<file path="src/rtl/tm_feeder_pkg.sv">
`default_nettype none
// ============================================================================
// tm_feeder_pkg : shared state encoding and default timing for the feeder
// Revision      : 1.0
// ============================================================================
package tm_feeder_pkg;

    typedef enum logic [3:0] {
        IDLE       = 4'd0,
        SETUP      = 4'd1,
        PULSE      = 4'd2,
        GAP        = 4'd3,
        DONE_PULSE = 4'd4,
        DONE_GAP   = 4'd5,
        RUN_PULSE  = 4'd6,
        RUN_GAP    = 4'd7,
        HALT       = 4'd8
    } state_t;

    localparam int DEF_SYM_W       = 4;
    localparam int DEF_DEPTH       = 64;
    localparam int DEF_SETUP_CYC   = 3;
    localparam int DEF_PULSE_CYC   = 2;
    localparam int DEF_GAP_CYC     = 2;
    localparam int DEF_RUN_GAP_CYC = 5;
    localparam int DEF_MAX_STEPS   = 1000;

    localparam int TIMER_W = 16;
    localparam int STEP_W  = 16;

    function automatic logic [STEP_W-1:0] sat_inc(input logic [STEP_W-1:0] v);
        return (v == {STEP_W{1'b1}}) ? v : v + 1'b1;
    endfunction

endpackage
`default_nettype wire

</file>
<file path="src/rtl/tm_prog_buf.sv">
`default_nettype none
// ============================================================================
// tm_prog_buf : DEPTH x SYM_W program store, one write port, async read port
// Revision    : 1.0
// ============================================================================
module tm_prog_buf #(
    parameter int SYM_W = 4,
    parameter int DEPTH = 64
) (
    input  logic                     clock,
    input  logic                     we,
    input  logic [$clog2(DEPTH)-1:0] waddr,
    input  logic [SYM_W-1:0]         wdata,
    input  logic [$clog2(DEPTH)-1:0] raddr,
    output logic [SYM_W-1:0]         rdata
);

    logic [SYM_W-1:0] mem [DEPTH];

    // Out-of-range addresses only exist when DEPTH is not a power of two.
    always_ff @(posedge clock) begin
        if (we && (32'(waddr) < DEPTH)) begin
            mem[waddr] <= wdata;
        end
    end

    assign rdata = mem[raddr];

endmodule
`default_nettype wire

</file>
<file path="src/rtl/tm_program_feeder.sv">
`default_nettype none
// ============================================================================
// tm_program_feeder : replays a buffered program onto the TuringMachine entry
//                     strobes, then auto-steps it until Compute_done/limit
// Revision          : 1.0
// ============================================================================
module tm_program_feeder
    import tm_feeder_pkg::*;
#(
    parameter int SYM_W       = DEF_SYM_W,
    parameter int DEPTH       = DEF_DEPTH,
    parameter int SETUP_CYC   = DEF_SETUP_CYC,
    parameter int PULSE_CYC   = DEF_PULSE_CYC,
    parameter int GAP_CYC     = DEF_GAP_CYC,
    parameter int RUN_GAP_CYC = DEF_RUN_GAP_CYC,
    parameter int MAX_STEPS   = DEF_MAX_STEPS
) (
    input  logic                     clock,
    input  logic                     reset,
    input  logic                     wr_en,
    input  logic [$clog2(DEPTH)-1:0] wr_addr,
    input  logic [SYM_W-1:0]         wr_data,
    input  logic [$clog2(DEPTH):0]   prog_len,
    input  logic                     start,
    input  logic                     run_en,
    input  logic                     compute_done,
    output logic [SYM_W-1:0]         input_data,
    output logic                     Next,
    output logic                     Done,
    output logic                     busy,
    output logic                     loading,
    output logic                     halted,
    output logic                     timeout,
    output logic [STEP_W-1:0]        step_count
);

    localparam int AW = $clog2(DEPTH);
    localparam int LW = AW + 1;

    state_t             state, state_nxt;
    logic [TIMER_W-1:0] timer, timer_nxt;
    logic [LW-1:0]      index, index_nxt;
    logic [LW-1:0]      len, len_nxt;
    logic               run_lat, run_nxt;
    logic               timeout_nxt;
    logic [STEP_W-1:0]  step_nxt;
    logic [SYM_W-1:0]   rd_data;

    tm_prog_buf #(
        .SYM_W (SYM_W),
        .DEPTH (DEPTH)
    ) u_buf (
        .clock (clock),
        .we    (wr_en && !busy),
        .waddr (wr_addr),
        .wdata (wr_data),
        .raddr (index_nxt[AW-1:0]),
        .rdata (rd_data)
    );

    always_comb begin
        state_nxt   = state;
        timer_nxt   = timer + 1'b1;
        index_nxt   = index;
        len_nxt     = len;
        run_nxt     = run_lat;
        timeout_nxt = timeout;
        step_nxt    = step_count;
        case (state)
            IDLE, HALT: begin
                timer_nxt = '0;
                if (start) begin
                    len_nxt     = (prog_len > LW'(DEPTH)) ? LW'(DEPTH) : prog_len;
                    run_nxt     = run_en;
                    timeout_nxt = 1'b0;
                    step_nxt    = '0;
                    index_nxt   = '0;
                    state_nxt   = (len_nxt == '0) ? DONE_PULSE : SETUP;
                end
            end
            SETUP: begin
                if (timer == TIMER_W'(SETUP_CYC - 1)) begin
                    state_nxt = PULSE;
                    timer_nxt = '0;
                end
            end
            PULSE: begin
                if (timer == TIMER_W'(PULSE_CYC - 1)) begin
                    state_nxt = GAP;
                    timer_nxt = '0;
                end
            end
            GAP: begin
                if (timer == TIMER_W'(GAP_CYC - 1)) begin
                    index_nxt = index + 1'b1;
                    timer_nxt = '0;
                    state_nxt = (index_nxt == len) ? DONE_PULSE : SETUP;
                end
            end
            DONE_PULSE: begin
                if (timer == TIMER_W'(PULSE_CYC - 1)) begin
                    state_nxt = DONE_GAP;
                    timer_nxt = '0;
                end
            end
            DONE_GAP: begin
                if (timer == TIMER_W'(GAP_CYC - 1)) begin
                    timer_nxt = '0;
                    if (run_lat) begin
                        state_nxt = RUN_PULSE;
                        step_nxt  = sat_inc(step_count);
                    end else begin
                        state_nxt = HALT;
                    end
                end
            end
            RUN_PULSE: begin
                if (timer == TIMER_W'(PULSE_CYC - 1)) begin
                    state_nxt = RUN_GAP;
                    timer_nxt = '0;
                end
            end
            RUN_GAP: begin
                // compute_done only matters once the machine has had the full gap to settle
                if (timer == TIMER_W'(RUN_GAP_CYC - 1)) begin
                    timer_nxt = '0;
                    if (compute_done) begin
                        state_nxt = HALT;
                    end else if (step_count == STEP_W'(MAX_STEPS)) begin
                        state_nxt   = HALT;
                        timeout_nxt = 1'b1;
                    end else begin
                        state_nxt = RUN_PULSE;
                        step_nxt  = sat_inc(step_count);
                    end
                end
            end
            default: begin
                state_nxt = IDLE;
                timer_nxt = '0;
            end
        endcase
    end

    // Strobes are registered from the next state so they line up with it glitch-free.
    always_ff @(posedge clock or negedge reset) begin
        if (!reset) begin
            state      <= IDLE;
            timer      <= '0;
            index      <= '0;
            len        <= '0;
            run_lat    <= 1'b0;
            timeout    <= 1'b0;
            step_count <= '0;
            input_data <= '0;
            Next       <= 1'b0;
            Done       <= 1'b0;
            busy       <= 1'b0;
            loading    <= 1'b0;
            halted     <= 1'b0;
        end else begin
            state      <= state_nxt;
            timer      <= timer_nxt;
            index      <= index_nxt;
            len        <= len_nxt;
            run_lat    <= run_nxt;
            timeout    <= timeout_nxt;
            step_count <= step_nxt;
            if (state_nxt == SETUP) begin
                input_data <= rd_data;
            end
            Next    <= (state_nxt == PULSE) || (state_nxt == RUN_PULSE);
            Done    <= (state_nxt == DONE_PULSE);
            busy    <= (state_nxt != IDLE) && (state_nxt != HALT);
            loading <= (state_nxt == SETUP) || (state_nxt == PULSE) || (state_nxt == GAP) ||
                       (state_nxt == DONE_PULSE) || (state_nxt == DONE_GAP);
            halted  <= (state_nxt == HALT);
        end
    end

endmodule
`default_nettype wire

</file>
<file path="config.mk">
export PLATFORM = sky130hd
export DESIGN_NAME = tm_program_feeder
export DESIGN_NICKNAME = d
export VERILOG_FILES = /design/src/rtl/tm_feeder_pkg.sv /design/src/rtl/tm_prog_buf.sv /design/src/rtl/tm_program_feeder.sv
export SDC_FILE = /design/constraint.sdc
export NUM_CORES = 1
export LEC_CHECK = 0
export CORE_MARGIN = 4
export CORE_UTILIZATION = 61
export CTS_CLUSTER_SIZE = 10
export DETAILED_ROUTE_END_ITERATION = 8
export HOLD_SLACK_MARGIN = 0.15
export PLACE_DENSITY = 0.87
export SYNTH_ARGS = -nofsm -noshare
export SYNTH_HDL_FRONTEND = slang
export SYNTH_HIERARCHICAL = 1
export SYNTH_SLANG_ARGS = --single-unit
</file>
<file path="constraint.sdc">
create_clock -name clock -period 4.2 [get_ports clock]
set_input_delay 1.05 -clock clock [delete_from_list [all_inputs] [get_ports clock]]
set_output_delay 1.05 -clock clock [all_outputs]
set_load 0.05 [all_outputs]
</file>
==> results.cfg, run 1 <==
[status]
run_status = completed

[drt]
route.vias.total = 8365
violation_count_after_the_first_detailed_route_iteration = 766
finalWirelength_um = 30940
detail_route.drc_violations = 0
1st_pass_router_iterations = 5
detail_route.vias_per_cell = 6.576
ant_nets = 0
routed_wire_length_per_instance_um = 24.32

[power]
power.share.clock_pct = 30.7
power.switching_fraction_pct = 30.62
p_seq_share_pct = 39.4
intPower_uw = 6479
comb_power_share_pct = 29.8
switchingPower_uw = 2859
power_density_mw_per_mm2 = 596.2
cellLeakagePower_uw = 0.005355
vdd_ir_drop_max_v = 0.0005543
totalPowerFinal_uw = 9339

[clock_tree]
cts.path.max_buffers = 3
worstSkewPairLatency_ps = 510
clock_sinks = 317
cts_made_buffers = 38
cts-htree-levels = 2
cts.clk_slew.worst_paths_ps = 50
root_buffer = clkbuf_16
cts_hold_buf = 0
tritoncts = done

[sta]
fmax_ghz = 0.2503
tightestPinTransition_ps = 1183
max-slew-margin-rel_pct = 21.14
fin_setup_tns_ps = 0
hold_violations = 0
period_minus_slack_ps = 3995
min_period_over_period_pct = 95.11
report.final.slew_viol_count = 0
unrepaired_setup_endpoints_after_global_routing = no
final.setup_skew_ps = 8.859
final-setup-viol-count = 0

[global_routing]
number_of_antenna_violations_at_the_first_check_in_global_routing = 0
grt_start_max_net_pins = 65
overflow = 0
grtUsageTotal_pct = 25.42
grt_first_pass_wirelength_um = 48300
via_count_of_the_first_global_routing_pass = 8402

[critical_path]
timing.critical_path.from = timer[1]
worst_r2r_path_depth = 12
worst_setup_path_end_kind = register
cp_data_required_time_ps = 4580
critical_path.reg2reg.startpoint = timer[1]
worst-setup-path-type = reg2reg
worstSetupStartpointType = register
r2r_setup_slack_ps = 210
worst_setup_path_endpoint = input_data[3]
path_max_fanout = 12
crit-reg2reg-capture = input_data[3]
crit_arrival_ps = 4380

[die]
rows = 54
die_h_um = 158.0
number_of_top_level_design_ports = 49
fp.coreArea_mm2 = 0.02196
die-width_um = 158.0
dieArea_mm2 = 0.02495
floorplan.initialDensity_pct = 62.47

[synthesis]
syn_avg_cell_area_um2 = 15.43
synth_top_area_share_pct = 56.04
yosys_register_bits = 317
synthTopCellsByArea = edfxtp_1 (56%), dfrtp_1 (11%), mux4_2 (7.6%)
synthesized_net_count = 919
ys_warn_count = 6
dominant_synthesized_flop_cell = edfxtp_1
syn_inst = 889
synth-edff-count = 256
netlist.top_cell.by_area = edfxtp_1
netlist_area_mm2 = 0.01372
asyncSetResetFlopFracSynth_pct = 19.24
distinct_cell_type_count_after_synthesis = 71
synth_most_common_cell = edfxtp_1
ys_seq_area_share_pct = 67.17
netlist_top_cells_count = edfxtp_1 (256), nor2_1 (123), dfrtp_1 (61)

[final_layout]
n_antenna_cell = 0
post_route_cells_drive_above_1_share_pct = 15.02
finalNetCount = 1001
area_delta_synth_final_pct = 14.19

[placed_design]
routabilityCongestion = 0.9046
placement.io_buffers = 48
dp.final_hpwl_um = 19170

[min_path]
hold_path.class = reg2reg

[flow_run]
max_cap_viol_count = 0
final cells by class:
type / count / area [um^2]
Tap cell: 280 / 350.3
Multi-Input combinational cell: 512 / 4200
Inverter: 19 / 71.32
Fill cell: 1310 / 6295
Clock buffer: 56 / 1018
Sequential cell: 317 / 9214
Timing Repair Buffer: 83 / 755.7
Clock inverter: 5 / 53.80
sequential cells by signal, indices dropped and copies added, names as in the netlist, 4 cells and up:
name	cells
step_count	16
state	4
index	7
u_buf/mem	256
timer	16
input_data	4
len	7
cell usage in the layout, fill, tap and decap left out, drive strengths merged, types with 4 or more instances in the layout:
cell and instances:
dfrtp 61, nor2b 8, buf 40, o21ai 15, nor4b 4, clkdlybuf4s50 43, a22o 5, nand4 10
xor2 11, nor4 7, ha 7, xnor2 23, nor2 123, nor3 19, o221ai 6, inv 19
o31ai 7, mux2i 5, mux4 65, mux2 4, or4 4, nand3 34, edfxtp 256, o22ai 4
nand2 56, clkbuf 56, or3b 4, clkinv 5, and3 7, nand2b 12, nand3b 12, a21oi 8
a22oi 8
critical path, cell delays in order (launching register included):
cell and delay, ps:
dfrtp_1 430, inv_1 110, ha_1 180, nor4b_1 220, and4_2 340, nand2_1 130
buf_4 200, o31ai_2 830, nand2b_1 310, o32ai_1 520, or3_1 180, o211ai_1 120
mux2_1 310
metal layers:
metal  part of all wire, %  vias up  GRT usage (%)  wire (um)
met3                   8.4       98          5.139       2584
met1                    38     4217          33.98      11870
met2                    50      454          42.34      15320
li1                      -     3596              -          -
met5                     0        -              0          0
met4                   3.8        0          8.895       1163
how the worst min path moves through the flow:
stage,startpoint,end,slack [ps],depth (start not counted)
2_1_floorplan,len[4],len[4],460,2
3_5_place_dp,len[1],len[1],480,2
5_1_grt,input_data[2],input_data[2],530,1
4_1_cts,len[1],len[1],500,2
6_report,len[1],len[1],500,2
3_3_place_gp,len[4],len[4],480,2
power groups by stage:
stage	Combinational (uW)	Clock (uW)	Sequential [uW]
3_5_place_dp	2660	0	3740
4_1_cts	2700	2930	3680
2_1_floorplan	1900	0	3820
6_report	2780	2870	3680
5_1_grt	2960	3050	3700
3_3_place_gp	2570	0	3730
per-stage QoR:
stage	hold WS, ps	setup slack [ps]	utilization [%]	area [um^2]	cells
after floorplan	458.3	742.6	-	13720	889
after global placement	481.6	121.4	66.19	14530	1206
after detailed placement	482.8	49.23	66.19	14530	1206
after CTS	499.3	173.0	71.07	15610	1267
after global routing	525.5	111.9	71.33	15660	1272
final	497.6	205.4	71.33	15660	1272
kinds of logic (layout without fill, tap and decap cells):
group                      after synthesis  in the layout  share of synthesized area (%)
and+or+nand+nor                        320            320                          11.54
DFF                                    317            317                          67.17
buffers and inverters                   60            163                          2.517
AOI/OAI and AO/OA                       77             77                          4.077
xor gates and xnor gates                34             34                          2.171
muxes                                   74             74                          11.89
adders and majority gates                7              7                         0.6385
repair_timing:
| action | CTS | global route |
|---|---|---|
| endpoints found under the setup margin | 0 | 4 |
| hold endpoints to repair | 0 | 0 |
| setup buffers | 0 | 5 |
| gates resized for setup | 0 | 1 |
No activity file was read; power rests on OpenSTA's default activity.
==> run 2, diff against run 1 <==
- SLEW_MARGIN: unset -> 20
- SYNTH_HIERARCHICAL: 1 -> unset
==> run 2 against run 1 <==
  * Synthesized cell count is 27% higher
  * Clock-buffer cell count is 2 higher
  * Register-to-register slack better by 140 ps
  * Synthesized area is 1.7% higher
  * Power is 5.3% lower
  * First-iteration DRC count is 120% higher
  * Fmax is 3.5% higher
  * Largest power group unchanged
  * Highest routed layer unchanged
==> results.cfg, run 2 <==
[global_routing]
via_count_of_the_first_global_routing_pass = 9890
overflow = 0
grt_first_pass_wirelength_um = 54990
number_of_antenna_violations_at_the_first_check_in_global_routing = 0
grtUsageTotal_pct = 27.38
grt_start_max_net_pins = 65

[drt]
routed_wire_length_per_instance_um = 23.47
route.vias.total = 10070
finalWirelength_um = 35320
ant_nets = 0
detail_route.vias_per_cell = 6.688
violation_count_after_the_first_detailed_route_iteration = 1675
1st_pass_router_iterations = 9
detail_route.drc_violations = 0

[placed_design]
dp.final_hpwl_um = 21920
placement.io_buffers = 48
numPlacedInstances = 1445
pre_cts_ws_ps = -71.86
routabilityCongestion = 0.8963

[clock_tree]
cts_made_buffers = 37
post_cts_resized = 0
root_buffer = clkbuf_16
postCtsSetupRepairBufs = 0
tritoncts = done
cts.clk_slew.worst_paths_ps = 50
cts-htree-levels = 2
clock_sinks = 317
worstSkewPairLatency_ps = 530
cts_hold_buf = 0
cts.path.max_buffers = 3

[synthesis]
synth_most_common_cell = edfxtp_1
ys_seq_area_share_pct = 66.08
asyncSetResetFlopFracSynth_pct = 19.24
netlist_area_mm2 = 0.01394
syn_inst = 1132
dominant_synthesized_flop_cell = edfxtp_1
netlist_top_cells_count = edfxtp_1 (256), nand2_1 (154), nor2_1 (122)
synth_top_area_share_pct = 55.13
yosys_register_bits = 317
netlist.top_cell.by_area = edfxtp_1
synth-edff-count = 256
synthTopCellsByArea = edfxtp_1 (55%), dfrtp_1 (11%), nand2_1 (4.1%)
distinct_cell_type_count_after_synthesis = 70
ys_warn_count = 0
syn_avg_cell_area_um2 = 12.32
synthesized_net_count = 1162

[critical_path]
critical_path.top_delay_family = compound AO/OA/AOI/OAI gates
r2r_setup_slack_ps = 340
cp_num_buf_inv = 3
cp_data_required_time_ps = 4660
crit_arrival_ps = 4320
worst_setup_path_end_kind = register
worst_path_max_delay_cell = inv_1
cp_slowest_stage_delay_ps = 510
path_max_fanout = 20
worstSetupStartpointType = register
crit_path_cell_trace = inv_1, ha_1, nor4b_4, and4_1, a21oi_1, a31o_2, inv_1, buf_4, a211oi_1, a311oi_1, a21oi_1, a2111oi_0, a221o_1
worst-setup-path-type = reg2reg

[final_layout]
n_antenna_cell = 0
layout_commonest_cell = edfxtp_1
highest_count_cells_in_the_layout_ignoring_fill_and_taps = edfxtp_1 (256), nand2_1 (154), nor2_1 (122)
final_core_utilization_pct = 70.78
layoutNonFillerInstCount = 1505
layout_top_registers = u_buf.mem: 256 flops, step_count: 16 flops, timer: 16 flops
top_register = u_buf.mem
largest_register_ff_count = 256
finalNetCount = 1229
post_route_cells_drive_above_1_share_pct = 9.180
area_delta_synth_final_pct = 14.58

[min_path]
hold_path.class = reg2reg

[die]
die-width_um = 159.2
number_of_top_level_design_ports = 49
fp.coreArea_mm2 = 0.02257
dieArea_mm2 = 0.02534
die_h_um = 159.2
rows = 55
floorplan.initialDensity_pct = 61.77

[sta]
fmax_ghz = 0.2592
report.final.slew_viol_count = 0
final-setup-viol-count = 0
worst_setup_margin_ps = 341.5
tightestPinTransition_ps = 853.7
hold_violations = 0
fin_hold_ws_ps = 499.6
final.setup_skew_ps = 14.96
unrepaired_setup_endpoints_after_global_routing = no
max-slew-margin-rel_pct = 43.09
min_period_over_period_pct = 91.87
period_minus_slack_ps = 3858

[status]
run_status = completed

[power]
vdd_ir_drop_max_v = 0.0003632
cellLeakagePower_uw = 0.005569
power_density_mw_per_mm2 = 553.5

[flow_run]
max_cap_viol_count = 0
[run 2: cell count changes after synthesis, moves of 10 or more]
cell,previous run,this run
a211oi_1,2,47
a21oi_1,8,34
a311oi_1,0,15
a31oi_1,2,12
and3_1,7,50
buf_2,5,21
clkbuf_1,21,38
mux2i_1,5,26
mux4_1,19,0
mux4_2,46,0
nand2_1,56,154
xnor2_1,23,13
xor2_1,11,21
[run 2: cell families after synthesis]
kind of cell	synth area share [%]
XOR/XNOR	2.136
buffers and inverters	2.665
AO/OA/AOI/OAI	9.593
AND/OR/NAND/NOR	16.55
flip-flops	66.08
adder cells (fa/ha/maj)	0.6281
multiplexers	2.351
[run 2: worst paths after layout]
path                            startpoint             end  depth (start not counted)
min in group asynchronous            reset        timer[2]                          1
worst min-delay path               timeout         timeout                          2
worst max-delay path              timer[1]   input_data[2]                         13
worst min register to register     timeout         timeout                          2
max in group asynchronous            reset  step_count[14]                          2
worst max register to register    timer[1]   input_data[2]                         13
[run 2: where the power goes]
part / internal [uW] / leakage, uW / switching [uW] / total (uW)
registers: 3520 / 0.00312 / 154 / 3680
clock network: 1680 / 0.000509 / 1190 / 2860
logic: 826 / 0.00194 / 1470 / 2300
[run 2: final cells by class]
class                      instances  area, um^2
clock buffer                      58        1026
clock inverter                     2       36.28
fill                            1474        6595
inverter                          15       56.30
multi-input combinational        731        4359
sequential                       317        9214
tap                              285       356.6
timing repair buffer              97       928.4
[run 2: per-stage QoR]
step	TNS [ps]	total power (uW)	area, um^2
global placement	-35.45	5856	14910
floorplan	0	5138	13940
global route	0	9169	15980
finish	0	8843	15980
CTS	0	8790	15970
detailed placement	-149.6	5928	14910
[run 2: layer usage]
layer,track usage (%),up-vias,share of wire [%]
met4,10.22,0,4.1
met3,6.161,143,11
li1,-,4371,-
met5,0,-,0
met1,35.73,4783,36
met2,45.47,768,48
[run 2: worst min-delay path, cell delays in order, from the launching register on]
cell,delay [ps]
dfrtp_1,340
nor2_1,50
nor2_1,70
